**src/rtl/tram_console.sv**
```systemverilog
`default_nettype none
// ============================================================================
// Module   : tram_console
// Purpose  : Character-stream writer for text RAM. Accepts code points on a
//            valid/ready stream and handles CR, LF and BS. It writes glyph
//            words at the cursor, and keeps the cursor and a circular scroll
//            offset. The offset drives the textmode renderer.
// Options  : TRAM_CONSOLE_TAB_EN - when defined, 0x09 advances the cursor
//            to the next multiple of 8. When undefined, 0x09 is a glyph.
// Revision : 1.0 - initial release
// ============================================================================
module tram_console #(
  parameter int WORD      = 32,
  parameter int ADDRW     = 12,
  parameter int CIDXW     = 4,
  parameter int TRAM_HRES = 80,
  parameter int TRAM_VRES = 30
) (
  input  logic             clk,
  input  logic             rst,
  input  logic             char_valid,
  output logic             char_ready,
  input  logic [20:0]      char_ucp,
  input  logic [CIDXW-1:0] colr_fg,
  input  logic [CIDXW-1:0] colr_bg,
  input  logic             clear,
  output logic             tram_we,
  output logic [ADDRW-1:0] tram_addr,
  output logic [WORD-1:0]  tram_data,
  output logic [ADDRW-1:0] scroll_offs,
  output logic [ADDRW-1:0] cursor_x,
  output logic [ADDRW-1:0] cursor_y,
  output logic             busy
);

  localparam logic [ADDRW-1:0] c_hres      = ADDRW'(TRAM_HRES);
  localparam logic [ADDRW-1:0] c_hlast     = ADDRW'(TRAM_HRES - 1);
  localparam logic [ADDRW-1:0] c_vlast     = ADDRW'(TRAM_VRES - 1);
  localparam logic [ADDRW-1:0] c_last      = ADDRW'(TRAM_HRES * TRAM_VRES - 1);
  localparam logic [ADDRW-1:0] c_base_last = ADDRW'((TRAM_VRES - 1) * TRAM_HRES);

  typedef enum logic [1:0] {
    S_IDLE   = 2'd0,
    S_WRITE  = 2'd1,
    S_SCROLL = 2'd2,
    S_CLEAR  = 2'd3
  } state_t;

  state_t           r_state, w_state_n;
  logic             r_we, w_we_n;
  logic [ADDRW-1:0] r_addr, w_addr_n;
  logic [WORD-1:0]  r_data, w_data_n;
  logic [ADDRW-1:0] r_offs, w_offs_n;
  logic [ADDRW-1:0] r_x, w_x_n;
  logic [ADDRW-1:0] r_y, w_y_n;
  logic [ADDRW-1:0] r_base, w_base_n;
  logic [ADDRW-1:0] r_cnt, w_cnt_n;
  logic [CIDXW-1:0] r_fg, w_fg_n;
  logic [CIDXW-1:0] r_bg, w_bg_n;
  logic             w_ready, w_accept, w_do_nl;
`ifdef TRAM_CONSOLE_TAB_EN
  logic [ADDRW-1:0] w_tab_x;
`endif

  // Tram word: {bg, fg, zero padding, code point}
  function automatic logic [WORD-1:0] f_word(input logic [CIDXW-1:0] bg,
                                             input logic [CIDXW-1:0] fg,
                                             input logic [20:0]      ucp);
    f_word = '0;
    f_word[20:0] = ucp;
    f_word[WORD-1 -: CIDXW] = bg;
    f_word[WORD-CIDXW-1 -: CIDXW] = fg;
  endfunction

  assign w_ready    = !rst && (r_state == S_IDLE) && !clear;
  assign w_accept   = char_valid && w_ready;
  assign char_ready = w_ready;
  assign busy       = (r_state != S_IDLE);
  assign tram_we    = r_we;
  assign tram_addr  = r_addr;
  assign tram_data  = r_data;
  assign scroll_offs = r_offs;
  assign cursor_x   = r_x;
  assign cursor_y   = r_y;

  // Next-state, cursor and write-port decode; write outputs are one cycle ahead
  always_comb begin
    w_state_n = r_state;
    w_we_n    = 1'b0;
    w_addr_n  = r_addr;
    w_data_n  = r_data;
    w_offs_n  = r_offs;
    w_x_n     = r_x;
    w_y_n     = r_y;
    w_base_n  = r_base;
    w_cnt_n   = r_cnt;
    w_fg_n    = r_fg;
    w_bg_n    = r_bg;
    w_do_nl   = 1'b0;
`ifdef TRAM_CONSOLE_TAB_EN
    w_tab_x   = (r_x | ADDRW'(7)) + ADDRW'(1);
`endif
    case (r_state)
      S_IDLE: begin
        if (clear) begin
          w_state_n = S_CLEAR;
          w_fg_n    = colr_fg;
          w_bg_n    = colr_bg;
          w_cnt_n   = '0;
          w_we_n    = 1'b1;
          w_addr_n  = '0;
          w_data_n  = f_word(colr_bg, colr_fg, 21'h20);
        end else if (w_accept) begin
          w_fg_n = colr_fg;
          w_bg_n = colr_bg;
          case (char_ucp)
            21'h0D: w_x_n = '0;
            21'h0A: begin
              w_x_n   = '0;
              w_do_nl = 1'b1;
            end
            21'h08: begin
              if (r_x != '0) w_x_n = r_x - ADDRW'(1);
            end
`ifdef TRAM_CONSOLE_TAB_EN
            21'h09: begin
              if (w_tab_x >= c_hres) begin
                w_x_n   = '0;
                w_do_nl = 1'b1;
              end else begin
                w_x_n = w_tab_x;
              end
            end
`endif
            default: begin
              w_state_n = S_WRITE;
              w_we_n    = 1'b1;
              w_addr_n  = r_base + r_x;
              w_data_n  = f_word(colr_bg, colr_fg, char_ucp);
            end
          endcase
        end
      end
      S_WRITE: begin
        if (r_x < c_hlast) begin
          w_x_n     = r_x + ADDRW'(1);
          w_state_n = S_IDLE;
        end else begin
          w_x_n   = '0;
          w_do_nl = 1'b1;
        end
      end
      S_SCROLL: begin
        if (r_cnt == c_hlast) begin
          w_offs_n  = (r_offs == c_base_last) ? '0 : r_offs + c_hres;
          w_state_n = S_IDLE;
        end else begin
          w_cnt_n  = r_cnt + ADDRW'(1);
          w_we_n   = 1'b1;
          w_addr_n = r_base + r_cnt + ADDRW'(1);
          w_data_n = f_word(r_bg, r_fg, 21'h20);
        end
      end
      S_CLEAR: begin
        if (r_cnt == c_last) begin
          w_offs_n  = '0;
          w_x_n     = '0;
          w_y_n     = '0;
          w_base_n  = '0;
          w_state_n = S_IDLE;
        end else begin
          w_cnt_n  = r_cnt + ADDRW'(1);
          w_we_n   = 1'b1;
          w_addr_n = r_cnt + ADDRW'(1);
          w_data_n = f_word(r_bg, r_fg, 21'h20);
        end
      end
      default: w_state_n = S_IDLE;
    endcase

    // Newline: step down a row, or on the bottom row recycle the top line and blank it
    if (w_do_nl) begin
      if (r_y == c_vlast) begin
        w_state_n = S_SCROLL;
        w_base_n  = r_offs;
        w_cnt_n   = '0;
        w_we_n    = 1'b1;
        w_addr_n  = r_offs;
        w_data_n  = f_word(w_bg_n, w_fg_n, 21'h20);
      end else begin
        w_state_n = S_IDLE;
        w_y_n     = r_y + ADDRW'(1);
        w_base_n  = (r_base == c_base_last) ? '0 : r_base + c_hres;
      end
    end
  end

  // State and datapath registers with synchronous reset
  always_ff @(posedge clk) begin
    if (rst) begin
      r_state <= S_IDLE;
      r_we    <= 1'b0;
      r_addr  <= '0;
      r_data  <= '0;
      r_offs  <= '0;
      r_x     <= '0;
      r_y     <= '0;
      r_base  <= '0;
      r_cnt   <= '0;
      r_fg    <= '0;
      r_bg    <= '0;
    end else begin
      r_state <= w_state_n;
      r_we    <= w_we_n;
      r_addr  <= w_addr_n;
      r_data  <= w_data_n;
      r_offs  <= w_offs_n;
      r_x     <= w_x_n;
      r_y     <= w_y_n;
      r_base  <= w_base_n;
      r_cnt   <= w_cnt_n;
      r_fg    <= w_fg_n;
      r_bg    <= w_bg_n;
    end
  end

endmodule
`default_nettype wire

```
**config.mk**
```make
export PLATFORM = sky130hd
export DESIGN_NAME = tram_console
export DESIGN_NICKNAME = d
export VERILOG_FILES = /design/src/rtl/tram_console.sv
export SDC_FILE = /design/constraint.sdc
export NUM_CORES = 1
export LEC_CHECK = 0
export ABC_AREA = 1
export BUFFER_PORTS_ARGS = -buffer_cell sky130_fd_sc_hd__buf_4
export CAP_MARGIN = 25
export CORE_ASPECT_RATIO = 1.1
export CORE_MARGIN = 1.5
export CORE_UTILIZATION = 50
export CTS_BUF_LIST = sky130_fd_sc_hd__clkbuf_8 sky130_fd_sc_hd__clkbuf_16
export DETAILED_ROUTE_END_ITERATION = 12
export GPL_TIMING_DRIVEN = 1
export PLACE_DENSITY = 0.71
export SLEW_MARGIN = 20
export SYNTH_ARGS = -nofsm -noshare
export SYNTH_HDL_FRONTEND = slang
export SYNTH_SLANG_ARGS = --single-unit
```
**constraint.sdc**
```tcl
create_clock -name clk -period 2.95 [get_ports clk]
set_input_delay 0 -clock clk [delete_from_list [all_inputs] [get_ports clk]]
set_output_delay 0 -clock clk [all_outputs]
set_load 0.02 [all_outputs]
```
==> results.json, run 1 <==
{
  "run_status": "finished clean",
  "wl_per_cell_um": 16.10,
  "drive_gt1_share_pct": 12.46,
  "num_vias": 8733,
  "finalPower_mw": 3.727,
  "synth_ff_type": "dfxtp_1",
  "overflow": 0,
  "setup_viol_count_final": 0,
  "postPlaceCellArea_um2": 8712,
  "cts-root-buf": "clkbuf_16",
  "cts-buffers-inserted": 9,
  "cts_tree": "done",
  "dp_hpwl_mm": 19.24,
  "pwr_density_cell_nw_per_um2": 401.1,
  "sw_frac_of_total_pct": 33.18,
  "grt_usage_pct": 32.03,
  "synth_edf_count": 0,
  "cts_sinks": 108,
  "synth_top_area_share_pct": 28.02,
  "setup_slack_ps": 425.7,
  "cts_resized": 0,
  "drt_wl_total_mm": 25.64,
  "grt_setup_unrepaired": "no",
  "grt_pass1_wl_mm": 40.81,
  "arrival_ps": 2800,
  "slew_headroom_pct": 58.96,
  "fin_util_pct": 61.72,
  "p_leak_nw": 4.363,
  "p_int_mw": 2.491,
  "die_y_um": 133.3,
  "area_growth_syn_to_layout_pct": 20.43,
  "clk_pin_slew_ps": 80,
  "seqPwrFrac_pct": 43.2,
  "io_buffers": 111,
  "fp.dieW_um": 121.4,
  "drc": 0,
  "fmaxAchievable_ghz": 0.3962,
  "pwr-share-comb_pct": 22.6,
  "period_share_pct": 85.57,
  "dr.pass1.iters": 5,
  "final_cells": 1592,
  "critPathRequiredTime_ps": 3220,
  "insertion_delay_ps": 370,
  "grt_pass1_vias": 8153,
  "slew_violations": 0,
  "synth_area_per_cell_um2": 6.108,
  "synthTopCellsByArea": "dfxtp_1, nand2_1, inv_1",
  "finalNetCount": 1458,
  "hp-class": "in2reg",
  "ant_nets": 0,
  "rows": 47,
  "drtIter0Drc": 620,
  "stdcell_area_um2": 9291,
  "ys_types": 47,
  "synth-seq-area-share_pct": 28.02,
  "final.setup_skew_ps": 14.03,
  "fillers": 1488,
  "setup_tns_ps": 0,
  "gp_congestion": 0.9904,
  "end_kind": "register",
  "viasPerCell": 5.486,
  "synthTopCellsByCount": "nand2_1, inv_1, nor2_1",
  "yosys_warnings": 0,
  "path_max_fanout": 10,
  "grt_antenna_before_repair": 0,
  "hold_viol_final": 0,
  "crit_top_cell": "nand2_1",
  "critPathSlowestCell": "dfxtp_1",
  "synthesis.area_um2": 7715,
  "crit_type": "reg2reg",
  "vdd_drop_max_v": 0.0003045,
  "synthArstFlopShare_pct": 0,
  "io_pins": 116,
  "cts.htree.levels": 3,
  "ys_seq_elements": 108,
  "switching_power_mw": 1.237,
  "pwr-share-clk_pct": 34.2,
  "synthCells": 1263,
  "crit_path_start_kind": "register",
  "clock_path_buffers": 2,
  "finalWorstPathRequiredPeriod_ps": 2524,
  "drv_cap": 0,
  "cpPeakStageDelay_ps": 610,
  "core-area_um2": 15050,
  "start_util_pct": 51.25,
  "synth_top_cell_by_area": "dfxtp_1",
  "crit_chain": "inv_1 -> ha_1 -> fa_1 -> inv_1 -> nand3_1 -> nand3_1 -> nand2_1 -> nand2_1 -> nand2_1 -> nand2_1 -> o22ai_1 -> nand2_1 -> nand3_1 -> nand2_1 -> inv_1",
  "grt_start_max_net_pins": 33,
  "yosysMostFrequentCell": "nand2_1",
  "pre_cts_ws_ps": 463.5,
  "dieArea_um2": 16180,
  "diodes": 0,
  "worst_slew_pin_slew_ps": 614.1,
  "hold_ws_ps": 35.43,
  "place_inst": 1548
}
[kinds of logic after synthesis]
family	Yosys count	share of synthesized area, %
other	1	0.04861
DFF	108	28.02
adders and majority gates	34	5.709
xor gates and xnor gates	26	2.952
muxes	3	0.3892
and+or+nand+nor	699	39.05
buffers and inverters	207	10.74
AOI/OAI and AO/OA	185	13.09
[critical path, delay by kind of cell, from the launching register on]
| kind | cells | cell delay, ps |
|---|---|---|
| AO/OA/AOI/OAI | 1 | 70 |
| adder cells (fa/ha/maj) | 2 | 710 |
| buffers and inverters | 3 | 340 |
| flip-flops | 1 | 610 |
| AND/OR/NAND/NOR | 9 | 700 |
[flip-flops by register name (all words and copies together), names as in the netlist]
signal	flops
tram_we	1
tram_data	32
scroll_offs	8
r_cnt	12
cursor_x	12
r_state	2
r_bg	4
cursor_y	12
tram_addr	12
r_fg	4
r_base	9
[final cells by class]
type / count / area (um2) / area share, %
tap: 196 / 245.2 / 2.639
clock inverter: 7 / 73.82 / 0.7945
sequential: 108 / 2162 / 23.27
inverter: 168 / 630.6 / 6.787
clock buffer: 9 / 225.2 / 2.424
timing repair buffer: 153 / 1219 / 13.12
multi-input combinational: 951 / 4736 / 50.97
[cells in the final DEF, fill, tap and decap left out, types with 3 or more instances in the layout]
master           n
o22ai_1          8
dlygate4sd3_1   28
nand3b_1         7
dfxtp_1        108
nor2_2           6
nand2_2          8
o21bai_1         4
conb_1           4
nand3_1        100
xor2_1          17
nor3b_1          5
o21ai_0         61
inv_2           10
nor2_4           3
a22oi_1          3
ha_1            32
mux2i_1          3
o211ai_1         4
inv_1          156
nor4_1           3
nor2_1         151
a211oi_1         7
nand2_1        346
clkbuf_16        9
clkinvlp_4       3
clkinv_1         3
xnor2_1          9
buf_4          125
a21oi_1         89
nor3_1          26
nand4_1         36
[repair_timing]
action	CTS	global route
hold buffers	28	0
hold endpoints to repair	35	0
buffers inserted	0	0
[worst paths after layout]
kind / from / to / slack [ps] / depth (start not counted)
worst max-delay path: r_base[2] / tram_addr[6] / 430 / 15
worst min-delay path: char_ucp[5] / tram_data[5] / 40 / 5
worst max register to register: r_base[2] / tram_addr[6] / 430 / 15
worst min register to register: tram_data[22] / tram_data[22] / 440 / 2
[power by group through the flow]
| stage | clock network (mW) | registers, mW | logic [mW] |
|---|---|---|---|
| floorplan | 0 | 1.67 | 0.485 |
| global placement | 0 | 1.64 | 0.792 |
| detailed placement | 0 | 1.64 | 0.797 |
| CTS | 1.28 | 1.61 | 0.831 |
| global route | 1.32 | 1.62 | 0.925 |
| finish | 1.27 | 1.61 | 0.843 |
[metal layers]
layer | vias up | GRT usage (%) | share of wire [%]
li1 | 4339 | - | -
met3 | 89 | 4.281 | 5.7
met2 | 341 | 52.13 | 46
met5 | - | 0 | 0
met4 | 0 | 17.71 | 5.2
met1 | 3964 | 40.81 | 43
Note: power is estimated with default switching activity, not from simulation.
==> run 2: changes to the inputs <==
- HOLD_SLACK_MARGIN: not set -> 0.12
- SETUP_SLACK_MARGIN: not set -> 0.05
==> results.json, run 2 (synthesized netlist as in run 1, its figures left out) <==
{
  "drtIter0Drc": 657,
  "final_common_cell": "nand2_1",
  "hp-class": "in2reg",
  "drv_cap": 0,
  "insertion_delay_ps": 370,
  "final.setup_skew_ps": 13.78,
  "clock_path_buffers": 2,
  "grt_usage_pct": 32.04,
  "viasPerCell": 5.471,
  "p_leak_nw": 4.379,
  "critPathSlowestCell": "dfxtp_1",
  "reg2reg_slack_ps": 430,
  "seqPwrFrac_pct": 43.2,
  "rr_worst_depth": 15,
  "wl_per_cell_um": 16.05,
  "pwr-share-comb_pct": 22.8,
  "pwr-share-clk_pct": 34.0,
  "cts-buffers-inserted": 9,
  "dr.pass1.iters": 5,
  "cts_sinks": 108,
  "cpPeakStageDelay_ps": 600,
  "rows": 47,
  "largest_register_ffs": 32,
  "vdd_drop_max_v": 0.0003047,
  "grt_start_max_net_pins": 33,
  "grt_antenna_before_repair": 0,
  "setup_tns_ps": 0,
  "mostFrequentLayoutCells": "nand2_1, inv_1, nor2_1, buf_4, dfxtp_1",
  "crit_top_cell": "nand2_1",
  "overflow": 0,
  "dp_hpwl_mm": 19.24,
  "finalPower_mw": 3.731,
  "start_util_pct": 51.25,
  "io_buffers": 111,
  "arrival_ps": 2790,
  "cts_resized": 0,
  "critPathTopFamily": "adder cells",
  "fin_util_pct": 62.05,
  "gp_congestion": 0.9904,
  "worst_slew_pin_slew_ps": 599.3,
  "crit_type": "reg2reg",
  "critPathBufInv": 3,
  "die_y_um": 133.3,
  "run_status": "finished clean",
  "area_growth_syn_to_layout_pct": 21.08,
  "drive_gt1_share_pct": 12.42,
  "crit_path_start_kind": "register",
  "sw_frac_of_total_pct": 33.02,
  "hold_viol_final": 0,
  "clk_pin_slew_ps": 80,
  "finalWorstPathRequiredPeriod_ps": 2515,
  "grt_pass1_wl_mm": 40.88,
  "crit_path_start": "r_base[2]",
  "slew_headroom_pct": 59.95,
  "multi_input_area_um2": 4736,
  "cts-root-buf": "clkbuf_16",
  "seqCellArea_um2": 2162,
  "crit_chain": "inv_1 -> ha_1 -> fa_1 -> inv_1 -> nand3_1 -> nand3_1 -> nand2_1 -> nand2_1 -> nand2_1 -> nand2_1 -> o22ai_1 -> nand2_1 -> nand3_1 -> nand2_1 -> inv_1",
  "r2r_end": "tram_addr[6]",
  "cts_tree": "done",
  "period_share_pct": 85.27,
  "slew_violations": 0,
  "grt_pass1_vias": 8178,
  "worstSetupEndpoint": "tram_addr[6]",
  "core-area_um2": 15050,
  "cp.depth": 15,
  "path_max_fanout": 10,
  "switching_power_mw": 1.232,
  "dieArea_um2": 16180,
  "fmaxAchievable_ghz": 0.3976,
  "fillers": 1483,
  "setup_viol_count_final": 0,
  "ant_nets": 0,
  "num_vias": 8737,
  "drt_wl_total_mm": 25.63,
  "fp.dieW_um": 121.4,
  "diodes": 0,
  "drc": 0,
  "cts.htree.levels": 3,
  "p_int_mw": 2.499,
  "grt_setup_unrepaired": "no",
  "finalNetCount": 1463,
  "pwr_density_cell_nw_per_um2": 399.5,
  "end_kind": "register",
  "io_pins": 116,
  "critPathRequiredTime_ps": 3220,
  "r2r-start": "r_base[2]"
}
## run 2: changes by cell type in the layout (fill, tap and decap cells not counted)
| cell | change |
|---|---|
| dlygate4sd3_1 | +5 |
## run 2: layout make-up
| class | instances | share of cell area [%] |
|---|---|---|
| Clock buffer | 9 | 2.411 |
| Clock inverter | 7 | 0.7902 |
| Inverter | 168 | 6.751 |
| Multi-Input combinational cell | 951 | 50.70 |
| Sequential cell | 108 | 23.14 |
| Tap cell | 196 | 2.625 |
| Timing Repair Buffer | 158 | 13.58 |
## run 2: worst min path at each step
stage | startpoint | endpoint | slack [ps] | cells past startpoint
finish | rst | tram_data[5] | 160 | 5
global placement | colr_bg[0] | r_bg[0] | 270 | 3
global route | rst | r_bg[0] | 190 | 3
detailed placement | char_ucp[14] | tram_data[14] | 280 | 3
floorplan | char_ucp[0] | tram_data[0] | 150 | 2
CTS | rst | tram_data[5] | 160 | 5
## run 2: power groups by stage
stage / Clock, mW / Combinational [mW] / Sequential (mW)
floorplan: 0 / 0.485 / 1.67
global placement: 0 / 0.792 / 1.64
detailed placement: 0 / 0.797 / 1.64
CTS: 1.28 / 0.841 / 1.61
global route: 1.33 / 0.936 / 1.62
finish: 1.27 / 0.852 / 1.61
## run 2: through the flow
step	hold slack [ps]	instances	instance area (um2)	worst slack, ps
floorplan	147.9	1266	7726	858.3
global placement	273.5	1548	8712	453.1
detailed placement	278.9	1548	8712	463.5
global route	193.4	1597	9341	222.1
finish	164.8	1597	9341	434.7
CTS	157.8	1597	9341	462.7
## run 2: layer usage
metal / global-route usage (%) / share of wire (%)
met1: 40.83 / 43
met2: 52.04 / 46
met3: 4.966 / 5.9
met4: 16.86 / 5.0
met5: 0 / 0
## run 2: timing repair
| item | CTS | global route |
|---|---|---|
| hold buffers | 33 | 0 |
| hold endpoints to repair | 37 | 0 |
| buffers inserted | 0 | 0 |
## run 2: tightest hold or removal path: cells and delay by family
| family | cells | cell delay, ps |
|---|---|---|
| buf+inv | 4 | 390 |
| simple gates | 1 | 100 |
